===== src/rtl/alu_sequencer.sv =====
// alu_sequencer: one-at-a-time valid/ready sequencer around the combinational Operator datapath.
// Operator: eleven N+1-bit results; compare yields {a<b, zeros, a==b}, div by zero yields 0.
module Operator #(
  parameter int N = 4
) (
  input  logic [N-1:0] a,
  input  logic [N-1:0] b,
  output logic [N:0]   r_mov,
  output logic [N:0]   r_cmp,
  output logic [N:0]   r_add,
  output logic [N:0]   r_sub,
  output logic [N:0]   r_mul,
  output logic [N:0]   r_div,
  output logic [N:0]   r_xor,
  output logic [N:0]   r_and,
  output logic [N:0]   r_not,
  output logic [N:0]   r_shl,
  output logic [N:0]   r_shr
);
  assign r_mov = {1'b0, a};
  assign r_cmp = {(a < b), {(N-1){1'b0}}, (a == b)};
  assign r_add = {1'b0, a} + {1'b0, b};
  assign r_sub = {1'b0, a} - {1'b0, b};
  assign r_mul = {1'b0, a} * {1'b0, b};
  assign r_div = (b == {N{1'b0}}) ? {(N+1){1'b0}} : {1'b0, a / b};
  assign r_xor = {1'b0, a ^ b};
  assign r_and = {1'b0, a & b};
  assign r_not = {1'b0, ~a};
  assign r_shl = {a, 1'b0};
  assign r_shr = {2'b00, a[N-1:1]};
endmodule

module alu_sequencer #(
  parameter int N = 4
) (
  input  logic         clk,
  input  logic         rst,
  input  logic         in_valid,
  output logic         in_ready,
  input  logic [3:0]   in_op,
  input  logic [N-1:0] in_a,
  input  logic [N-1:0] in_b,
  output logic         out_valid,
  input  logic         out_ready,
  output logic [N:0]   out_result,
  output logic         out_zero,
  output logic         out_carry,
  output logic         out_neg,
  output logic         out_error,
  output logic [15:0]  op_count
);
  typedef enum logic [1:0] {IDLE = 2'd0, EXEC = 2'd1, DONE = 2'd2} state_t;

  state_t       state_q;
  logic [N-1:0] a_q;
  logic [N-1:0] b_q;
  logic [3:0]   op_q;
  logic [N:0]   result_q;
  logic         zero_q;
  logic         carry_q;
  logic         neg_q;
  logic         error_q;
  logic         in_ready_q;
  logic         out_valid_q;
  logic [15:0]  count_q;

  logic [N:0]   r_mov, r_cmp, r_add, r_sub, r_mul, r_div;
  logic [N:0]   r_xor, r_and, r_not, r_shl, r_shr;
  logic [N:0]   result_d;
  logic         error_d;

  Operator #(.N(N)) u_operator (
    .a     (a_q),
    .b     (b_q),
    .r_mov (r_mov),
    .r_cmp (r_cmp),
    .r_add (r_add),
    .r_sub (r_sub),
    .r_mul (r_mul),
    .r_div (r_div),
    .r_xor (r_xor),
    .r_and (r_and),
    .r_not (r_not),
    .r_shl (r_shl),
    .r_shr (r_shr)
  );

  // Result select; div by zero and illegal opcodes force a zero result with error
  always_comb begin
    result_d = {(N+1){1'b0}};
    error_d  = 1'b0;
    case (op_q)
      4'd0:  result_d = r_mov;
      4'd1:  result_d = r_cmp;
      4'd2:  result_d = r_add;
      4'd3:  result_d = r_sub;
      4'd4:  result_d = r_mul;
      4'd5: begin
        if (b_q == {N{1'b0}}) begin
          error_d = 1'b1;
        end else begin
          result_d = r_div;
        end
      end
      4'd6:  result_d = r_xor;
      4'd7:  result_d = r_and;
      4'd8:  result_d = r_not;
      4'd9:  result_d = r_shl;
      4'd10: result_d = r_shr;
      default: error_d = 1'b1;
    endcase
  end

  // Sequencer FSM with registered handshake, result and flag outputs
  always_ff @(posedge clk) begin
    if (rst) begin
      state_q     <= IDLE;
      a_q         <= {N{1'b0}};
      b_q         <= {N{1'b0}};
      op_q        <= 4'd0;
      result_q    <= {(N+1){1'b0}};
      zero_q      <= 1'b0;
      carry_q     <= 1'b0;
      neg_q       <= 1'b0;
      error_q     <= 1'b0;
      in_ready_q  <= 1'b1;
      out_valid_q <= 1'b0;
      count_q     <= 16'd0;
    end else begin
      case (state_q)
        IDLE: begin
          if (in_valid && in_ready_q) begin
            a_q        <= in_a;
            b_q        <= in_b;
            op_q       <= in_op;
            in_ready_q <= 1'b0;
            state_q    <= EXEC;
          end
        end
        EXEC: begin
          result_q    <= result_d;
          zero_q      <= (result_d[N-1:0] == {N{1'b0}});
          carry_q     <= result_d[N];
          neg_q       <= result_d[N-1];
          error_q     <= error_d;
          out_valid_q <= 1'b1;
          state_q     <= DONE;
        end
        DONE: begin
          if (out_ready) begin
            out_valid_q <= 1'b0;
            in_ready_q  <= 1'b1;
            state_q     <= IDLE;
            if (count_q != 16'hFFFF) begin
              count_q <= count_q + 16'd1;
            end
          end
        end
        default: begin
          state_q     <= IDLE;
          in_ready_q  <= 1'b1;
          out_valid_q <= 1'b0;
        end
      endcase
    end
  end

  assign in_ready   = in_ready_q;
  assign out_valid  = out_valid_q;
  assign out_result = result_q;
  assign out_zero   = zero_q;
  assign out_carry  = carry_q;
  assign out_neg    = neg_q;
  assign out_error  = error_q;
  assign op_count   = count_q;
endmodule


===== config.mk =====
export PLATFORM = sky130hd
export DESIGN_NAME = alu_sequencer
export DESIGN_NICKNAME = d
export VERILOG_FILES = /design/src/rtl/alu_sequencer.sv
export SDC_FILE = /design/constraint.sdc
export NUM_CORES = 1
export LEC_CHECK = 0
export ABC_AREA = 1
export CORE_ASPECT_RATIO = 0.6
export CORE_MARGIN = 2
export CORE_UTILIZATION = 50
export DETAILED_ROUTE_END_ITERATION = 10
export GPL_ROUTABILITY_DRIVEN = 0
export PLACE_DENSITY = 0.73
export RECOVER_POWER = 100
export SYNTH_ARGS = -nofsm -noshare
export SYNTH_HDL_FRONTEND = slang
export SYNTH_SLANG_ARGS = --single-unit
export TNS_END_PERCENT = 1

===== constraint.sdc =====
create_clock -name clk -period 10.58 [get_ports clk]
set_input_delay 2.645 -clock clk [delete_from_list [all_inputs] [get_ports clk]]
set_output_delay 2.645 -clock clk [all_outputs]
set_load 0.01 [all_outputs]

Word-level counts from Yosys, hierarchy flattened
Cells that the tools add are included.
{"block": "totals", "wordCells": 62, "reg_bits": 41, "input_bits": 16, "out_inout_bits": 27}
{"block": "op_classes", "n_eq_ne": 16, "n_div": 1, "n_reduce_logical": 11, "mul": 1, "order_cmp": 1, "n_mux": 12, "n_bitwise": 5, "add_sub_neg": 3}
{"operator": "one-hot mux 5 bit (11 select lines)", "n": 1}
{"operator": "adder 16 x 1 -> 16 bit (second input constant)", "n": 1}
{"operator": "== test 4 x 3 -> 1 bit (second input constant)", "n": 4}
{"operator": "!= test 16 bit (second input constant)", "n": 1}
{"operator": "== test 4 bit (second input constant)", "n": 3}
{"operator": "logical NOT 4 bit", "n": 3}
{"operator": "OR reduction 10 bit", "n": 1}
{"operator": "== test 4 x 2 -> 1 bit (second input constant)", "n": 2}
{"operator": "one-hot mux 1 bit (3 select lines)", "n": 2}
{"operator": "one-hot mux 2 bit (3 select lines)", "n": 1}
{"operator": "AND reduction 2 bit", "n": 3}
{"operator": "AND reduction 3 bit", "n": 2}
{"operator": "adder 4 x 4 -> 5 bit", "n": 1}
{"operator": "multiplier 4 x 4 -> 5 bit", "n": 1}
{"operator": "subtractor 4 x 4 -> 5 bit", "n": 1}
{"operator": "bitwise AND 4 bit", "n": 1}
{"operator": "divider 4 x 4 -> 4 bit", "n": 1}
{"operator": "== test 4 x 1 -> 1 bit (second input constant)", "n": 1}
{"operator": "== test 4 bit", "n": 1}
{"operator": "less-than comparator 4 bit", "n": 1}
{"operator": "2-to-1 mux 1 bit", "n": 4}
{"operator": "2-to-1 mux 2 bit", "n": 2}
{"operator": "2-to-1 mux 4 bit", "n": 1}
{"operator": "!= test 2 bit (second input constant)", "n": 2}
{"operator": "other kinds (8)", "n": 9}

Longest topological paths before layout
Gate-level depths: netlist (run 1).
{"block": "logic_depth", "word_depth": 4, "ltp_mapped": 29, "ltp_nobuf": 29}

Modules after synthesis
A second synthesis (run 1) with hierarchy kept.
{"block": "hier_totals", "hier_cells": 527, "hier_area_um2": 3415.8}
{"module": "alu_sequencer", "area_each_um2": 2275.9, "cells_each": 360, "instances": 1, "seq_area_each_um2": 780.7}
{"module": "Operator", "area_each_um2": 1139.8, "cells_each": 167, "instances": 1, "seq_area_each_um2": 0.0}

Worst setup path after synthesis (run 1)
Ideal clock, no wire load.
{"block": "synth_path", "path_type": "register -> register", "startpoint": "register b_q[0]", "endpoint": "register zero_q (netlist: out_zero)", "stages_incl_launch_ff": 28, "setup_ps": 71, "t_required_ps": 10509, "arrival_time_ps": 3630, "path_slack_ps": 6880, "path_buffers": 0, "period_less_slack_ps": 3700, "cell_sequence": "dfxtp_1 > inv_1 > ha_1 > o211ai_1 > a21oi_1 > ha_1 > nand2_1 > nand3b_1 > nand2_1 > o31ai_1 > ha_1 > inv_1 > nor2_1 > nand2_1 > nand3_1 > inv_1 > nand2_1 > o21ai_0 > ha_1 > inv_1 > nor2_1 > o21ai_0 > nand3_1 > nand2_1 > nand3_1 > nor2_1 > nand2_1 > a21oi_1"}
{"block": "synth_between", "elab_chain_len": 4, "elab_cells_between_ends": 11, "cone_classes": "add/sub: 2; mul: 1; div: 1; eq/ne: 1; mux: 2; bitwise: 2; reduce/logical: 2"}
{"item": "start: declaration", "line_no": "56", "rtl": "logic [N-1:0] b_q;"}
{"item": "start signal: assignment", "line_no": "119", "rtl": "b_q <= {N{1'b0}};"}
{"item": "start signal: assignment", "line_no": "134", "rtl": "b_q <= in_b;"}
{"item": "divider 4 x 4 -> 4 bit / logical NOT 4 bit (equally long branches)", "line_no": "25, 99"}
{"item": "2-to-1 mux 4 bit", "line_no": "99", "rtl": "if (b_q == {N{1'b0}}) begin"}
{"item": "one-hot mux 5 bit (11 select lines) (*)", "line_no": "92", "rtl": "case (op_q)"}
{"item": "logical NOT 4 bit (*)", "line_no": "142", "rtl": "zero_q <= (result_d[N-1:0] == {N{1'b0}});"}
{"item": "end signal: assignment", "line_no": "142"}
{"item": "end: declaration", "line_no": "59", "rtl": "logic zero_q;"}
Mark *: on every way between the ends. The rest lies on a longest branch, timed or not.
A chain may end at the register's enable or synchronous reset.

Worst setup path in the final report (run 1)
Ends and elaborated chain as after synthesis.

==> Flow_metrics.wiki, run 1 <==
{| class="wikitable"
! Metric !! Value
|-
| Run status || finished clean
|-
| Flip-flop and latch count after synthesis || 39
|-
| Number of sinks on the clock net || 39
|-
| Post-layout worst setup margin || about 6000 ps
|-
| Total setup violations reported at the end of the flow || 0
|-
| Total length of routed wires || 7810 um
|-
| Pin count of the biggest net entering global routing || 30
|-
| Floorplan die area || 6490 sq um
|-
| Core outline area || 5600 sq um
|-
| Via density || 5.28
|-
| Width of the die || 103 um
|-
| Required time at the worst-slack endpoint || 10810 ps
|-
| Post-synth EDFFs || 0
|-
| Post-Place Worst Slack || 6030 ps
|-
| Max-Cap Viols || 0
|-
| Synth-to-layout area growth || 19.7%
|-
| WL per Instance || 13.8 um
|-
| Leading post-synthesis cells by cell area || dfxtp_1, nand2_1, ha_1
|-
| Vias in the first global route || 2683
|-
| CP max stage delay || 520 ps
|-
| Final number of hold-violating endpoints || 0
|-
| Proportion of register bits with asynchronous set or reset after synthesis || 0
|-
| Max H-tree Level || 2
|-
| Net count reported at finish || 531
|-
| Commonest cells in the netlist || nand2_1, nor2_1, inv_1
|-
| Number of antenna violations at the first check in global routing || 0
|-
| Transition time of the tightest slew-check pin || 817 ps
|-
| Drt initial violations || 304
|-
| Post-synth top area share || 0.267
|-
| Yosys warning total || 0
|-
| Cell area after layout || 3490 sq um
|-
| Source-to-sink clock delay at the later pin of the worst-skew pair || 300 ps
|-
| Half-perimeter wire length after placement || around 6200 um
|-
| Ys flop type || dfxtp_1
|-
| Ratio of final minimum period to clock period || 0.439
|-
| Count of unresolved DRC violations after routing || 0
|-
| Top fanout value on the critical path || 7
|-
| Root Buffer Master || clkbuf_8
|-
| Final Core Density || 0.624
|-
| Min cycle time layout || 4650 ps
|-
| Cell leakage power || 0.00164 uW
|-
| Number of instances in the synthesized netlist || 444
|-
| Most frequent CP cell || nand2_1
|-
| Count of cell types in the netlist || 34
|-
| Worst hold-check path type || reg -> reg
|-
| Count leader, synth || nand2_1
|-
| CTS tree || yes
|-
| Most area-hungry cell type in the Yosys netlist || dfxtp_1
|-
| Clock buffer count from CTS || 5
|-
| Starting density of the core || 0.522
|-
| Hold buffer count at CTS || 0
|-
| Tightest slew margin relative to the limit || 0.454
|-
| Buffers on Ports || between 40 and 50
|-
| Standard-cell row count || 21
|-
| Final TNS setup || 0 ps
|-
| Multi-input logic area || roughly 1900 sq um
|-
| Part of the Yosys area used for sequential elements || 0.267
|-
| Number of gates given a new drive strength after cts || 0
|-
| Timing-limited maximum frequency || 215 MHz
|-
| Standard cell area after detailed placement || 3390 sq um
|-
| Synth Cell Area || 2920 sq um
|-
| Clock transition at the registers of the reported paths || 80 ps
|-
| Storage cell area || 781 sq um
|-
| Element type at the critical path start || flip-flop
|-
| RSZ-0062 raised after global routing || false
|-
| Synthesized netlist net count || 491
|-
| DRT Pass-1 Iters || 5
|-
| Sort of element at the end of the critical path || flip-flop
|-
| First-pass GRT wire length || 13100 um
|-
| Setup Fix Bufs, Post-CTS || 0
|-
| Die boundary height || 63.2 um
|-
| GRT Residual Overflow || 0
|-
| Worst clock skew || approximately 9.5 ps
|-
| Via count || 2982
|-
| GRT Total Usage || 0.258
|-
| Largest voltage drop on the vdd net || 0.103 mV
|-
| Arrival time at the worst endpoint || approximately 4900 ps
|-
| Pwr dens || approximately 130 nW/um^2
|-
| Final Max Slew Viols || 0
|-
| Class of the most critical setup path || reg -> reg
|-
| Crit-path slowest cell || dfxtp_1
|-
| Count of antenna-violating nets left after detailed routing || 0
|-
| Buffers from clock root to sink, at most || 2
|-
| N_diodes || 0
|-
| Number of I/O pins || 43
|-
| Count of fill cells added during filler insertion || 545
|-
| Fraction of layout cells with a size suffix above 1 || 0.0351
|-
| Mean Syn Cell Area || 6.58 sq um
|}
state kept, by name, summed over array words and instances (netlist names):
| signal | flops |
|---|---|
| a_q | 4 |
| b_q | 4 |
| in_ready | 1 |
| op_count | 16 |
| op_q | 4 |
| out_error | 1 |
| out_result | 5 |
| out_valid | 1 |
| out_zero | 1 |
| state_q | 2 |
through the flow:
| step | hold WS [ps] | power (uW) | std cells |
|---|---|---|---|
| 2_1_floorplan | 470 | 295 | 444 |
| 3_3_place_gp | 469 | 339 | 557 |
| 3_5_place_dp | 477 | 344 | 557 |
| 4_1_cts | 490 | 468 | 565 |
| 5_1_grt | 514 | 504 | 565 |
| 6_report | 480 | 468 | 565 |
path summary, 6_finish.rpt:
kind                                                from                  endpoint  slack (ps)  cells past startpoint
worst min-delay path            op_count[4]$_SDFFE_PP0P_  op_count[4]$_SDFFE_PP0P_         480                      2
worst max-delay path                 b_q[0]$_SDFFE_PP0P_     out_zero$_SDFFE_PP0P_        5930                     27
worst min register to register  op_count[4]$_SDFFE_PP0P_  op_count[4]$_SDFFE_PP0P_         480                      2
worst max register to register       b_q[0]$_SDFFE_PP0P_     out_zero$_SDFFE_PP0P_        5930                     27
critical path: cells and delay by family, from the launching register on:
kind / cells / cell delay, ps
adder cells (fa/ha/maj): 4 / 1300
AO/OA/AOI/OAI: 6 / 1130
flip-flops: 1 / 520
AND/OR/NAND/NOR: 13 / 1150
buffers and inverters: 4 / 490
metal layers:
| layer | share of wire | global-route usage |
|---|---|---|
| met4 | 0.0063 | 0.0383 |
| met3 | 0.077 | 0.0622 |
| met1 | 0.53 | 0.412 |
| met5 | 0 | 0 |
| met2 | 0.38 | 0.350 |
where the power goes:
| group | total, uW | internal [uW] | switching [uW] |
|---|---|---|---|
| Combinational | 176 | 66.7 | 109 |
| Sequential | 168 | 155 | 13.1 |
| Clock | 124 | 70.2 | 53.9 |
cells in the final DEF, fill, tap and decap left out, types with 2 or more instances in the layout:
master,count
nand3_1,37
nor2_1,64
clkdlybuf4s50_1,12
xor2_1,4
clkbuf_8,5
nand3b_1,4
nand2_2,2
fa_1,5
a31oi_1,3
o211ai_1,2
dfxtp_1,39
xnor2_1,4
dlygate4sd3_1,30
nor3_1,6
nand4_1,5
o21ai_0,34
ha_1,26
o21a_1,2
nand2_1,99
inv_1,56
a21oi_1,30
kinds of logic after synthesis:
group / after synthesis / share of synthesized area
buf+inv: 66 / 0.0900
simple gates: 223 / 0.330
fa+ha+maj: 31 / 0.146
flops: 39 / 0.267
xor+xnor: 8 / 0.0240
compound gates: 77 / 0.143
cell type report:
| type | instances | area share |
|---|---|---|
| Clock inverter | 3 | 0.0125 |
| Inverter | 57 | 0.0612 |
| Timing Repair Buffer | 42 | 0.120 |
| Tap cell | 80 | 0.0286 |
| Clock buffer | 5 | 0.0197 |
| Sequential cell | 39 | 0.223 |
| Multi-Input combinational cell | 339 | 0.534 |
(Power assumes the default switching activity.)
==> inputs of run 2 (changes only) <==
==> constraint.sdc (replaced) <==
create_clock -name clk -period 4.85 [get_ports clk]
set_input_delay 1.2125 -clock clk [delete_from_list [all_inputs] [get_ports clk]]
set_output_delay 1.2125 -clock clk [all_outputs]
set_load 0.01 [all_outputs]
==> run 2 against run 1 <==
Against the previous run: critical path depth unchanged; clock power increased by 130%; count of clock-buffer cells in the layout increased by 1; critical endpoint unchanged; largest cell class unchanged; largest power group unchanged; highest routed layer unchanged.
==> Flow_metrics.wiki, run 2 (same netlist as run 1, synthesis figures left out) <==
{| class="wikitable"
! Metric !! Value
|-
| Run status || finished clean (unchanged)
|-
| Count of antenna-violating nets left after detailed routing || 0 (unchanged)
|-
| RSZ-0062 raised after global routing || false (unchanged)
|-
| Pwr dens || 296 nW/um^2 (was 134 nW/um^2)
|-
| WL per Instance || 14.0 um (was 13.8 um)
|-
| Via density || 5.40 (was 5.28)
|-
| Half-perimeter wire length after placement || 6170 um (was 6250 um)
|-
| Width of the die || 103 um (unchanged)
|-
| Transition time of the tightest slew-check pin || 856 ps (was 817 ps)
|-
| Buffers on Ports || 42 (unchanged)
|-
| GRT Total Usage || 0.258 (about the same)
|-
| Count of unresolved DRC violations after routing || 0 (unchanged)
|-
| Element type at the critical path start || flip-flop (unchanged)
|-
| Multi-input logic area || 1870 sq um (about the same)
|-
| Class of the most critical setup path || reg -> reg (unchanged)
|-
| Starting density of the core || 0.522 (unchanged)
|-
| Floorplan die area || 6490 sq um (unchanged)
|-
| Number of I/O pins || 43 (unchanged)
|-
| DRT Pass-1 Iters || 5 (unchanged)
|-
| Number of gates given a new drive strength after cts || 0 (unchanged)
|-
| Final TNS setup || 0 ps (unchanged)
|-
| CTS tree || yes (unchanged)
|-
| Min cycle time layout || 4360 ps (was 4650 ps)
|-
| Top fanout value on the critical path || 7 (unchanged)
|-
| Final Max Slew Viols || 0 (unchanged)
|-
| Ratio of final minimum period to clock period || 0.900 (was 0.439)
|-
| Standard cell area after detailed placement || 3390 sq um (unchanged)
|-
| Setup Fix Bufs, Post-CTS || 0 (unchanged)
|-
| Flip-flop count of the largest register after layout || 16 (unchanged)
|-
| Count of fill cells added during filler insertion || 532 (was 545)
|-
| Fraction of layout cells with a size suffix above 1 || 0.0371 (was 0.0351)
|-
| Final number of hold-violating endpoints || 0 (unchanged)
|-
| Commonest cells after routing, fill and taps aside || nand2_1, nor2_1, inv_1, dfxtp_1, nand3_1 (unchanged)
|-
| Max-Cap Viols || 0 (unchanged)
|-
| Standard-cell row count || 21 (unchanged)
|-
| Pin count of the biggest net entering global routing || 30 (unchanged)
|-
| Commonest non-fill, non-tap cell in the layout || nand2_1 (unchanged)
|-
| Drt initial violations || 175 (was 304)
|-
| Clock buffer count from CTS || 5 (unchanged)
|-
| Root Buffer Master || clkbuf_8 (unchanged)
|-
| Hold buffer count at CTS || 0 (unchanged)
|-
| Largest voltage drop on the vdd net || 0.141 mV (was 0.103 mV)
|-
| Final Core Density || 0.626 (was 0.624)
|-
| Worst hold-check path type || reg -> reg (unchanged)
|-
| First-pass GRT wire length || 13100 um (unchanged)
|-
| Required time at the worst-slack endpoint || 5080 ps (was 10810 ps)
|-
| Core outline area || 5600 sq um (unchanged)
|-
| Number of sinks on the clock net || 39 (unchanged)
|-
| Total length of routed wires || 7930 um (was 7810 um)
|-
| Source-to-sink clock delay at the later pin of the worst-skew pair || 300 ps (about the same)
|-
| Sort of element at the end of the critical path || flip-flop (unchanged)
|-
| Number of antenna violations at the first check in global routing || 0 (unchanged)
|-
| Total setup violations reported at the end of the flow || 0 (unchanged)
|-
| GRT Residual Overflow || 0 (unchanged)
|-
| Net count reported at finish || 531 (unchanged)
|-
| Die boundary height || 63.2 um (unchanged)
|-
| Timing-limited maximum frequency || 229 MHz (was 215 MHz)
|-
| Cell area after layout || 3500 sq um (was 3490 sq um)
|-
| Clock transition at the registers of the reported paths || 80 ps (about the same)
|-
| Synth-to-layout area growth || 20.0% (was 19.7%)
|-
| Via count || 3052 (was 2982)
|-
| Cell leakage power || 0.00165 uW (was 0.00164 uW)
|-
| Max H-tree Level || 2 (unchanged)
|-
| Buffers from clock root to sink, at most || 2 (unchanged)
|-
| Arrival time at the worst endpoint || 4590 ps (was 4880 ps)
|-
| Vias in the first global route || 2797 (was 2683)
|-
| N_diodes || 0 (unchanged)
|-
| Storage cell area || 781 sq um (unchanged)
|-
| R2r setup slk || 490 ps (was 5930 ps)
|-
| Tightest slew margin relative to the limit || 0.428 (was 0.454)
|-
| Worst clock skew || 5.91 ps (was 9.53 ps)
|}
==> run 2: cell types whose count changed in the layout (fill, tap and decap cells not counted) <==
cell	change
nor3_1	-1
nor3_2	+1
clkinv_4	-1
clkbuf_8	+1
==> run 2: stage by stage <==
stage | cells | total power, uW | setup slack, ps | hold WS (ps)
3_3_place_gp | 557 | 735 | 847 | 471
6_report | 565 | 1040 | 485 | 488
2_1_floorplan | 444 | 644 | 1150 | 470
4_1_cts | 565 | 1030 | 509 | 493
3_5_place_dp | 557 | 751 | 568 | 482
5_1_grt | 565 | 1110 | 20.8 | 515
==> run 2: worst paths after layout <==
kind                              start                         end  depth (start not counted)
max                 b_q[0]$_SDFFE_PP0P_       out_zero$_SDFFE_PP0P_                         27
min          out_result[4]$_SDFFE_PP0P_  out_result[4]$_SDFFE_PP0P_                          2
max reg2reg         b_q[0]$_SDFFE_PP0P_       out_zero$_SDFFE_PP0P_                         27
min reg2reg  out_result[4]$_SDFFE_PP0P_  out_result[4]$_SDFFE_PP0P_                          2
==> run 2: metal layers <==
metal	up-vias	wire [um]	GRT usage	share of wire
met5	-	0	0	0
met1	1375	4050	0.400	0.51
met2	138	3070	0.350	0.39
li1	1527	-	-	-
met3	12	733	0.0655	0.092
met4	0	78	0.0600	0.0098
==> run 2: worst max-delay path, stage by stage (launching register included) <==
cell	delay (ps)
dfxtp_1	460
inv_1	160
ha_1	320
o211ai_1	240
a21oi_1	130
ha_1	330
nand2_1	80
nand3b_1	80
nand2_1	120
o31ai_1	370
ha_1	320
inv_1	60
nor2_1	50
nand2_1	80
nand3_1	110
inv_1	150
nand2_1	60
o21ai_0	110
ha_1	280
inv_1	60
nor2_1	30
o21ai_0	160
nand3_1	90
nand2_1	80
nand3_1	90
nor2_1	110
nand2_1	60
a21oi_1	110
==> run 2: cell type report <==
class / count / share of cell area
Inverter: 57 / 0.0610
Clock buffer: 6 / 0.0236
Multi-Input combinational cell: 339 / 0.534
Timing Repair Buffer: 42 / 0.120
Sequential cell: 39 / 0.223
Tap cell: 80 / 0.0286
Clock inverter: 2 / 0.0100
==> run 2: where the power goes <==
| group | total, uW | internal (uW) | switching (uW) | leakage (uW) |
|---|---|---|---|---|
| registers | 365 | 338 | 27.3 | 0.000318 |
| clock network | 287 | 167 | 120 | 0.0000612 |
| logic | 386 | 146 | 240 | 0.00127 |
| total | 1040 | 651 | 388 | 0.00165 |
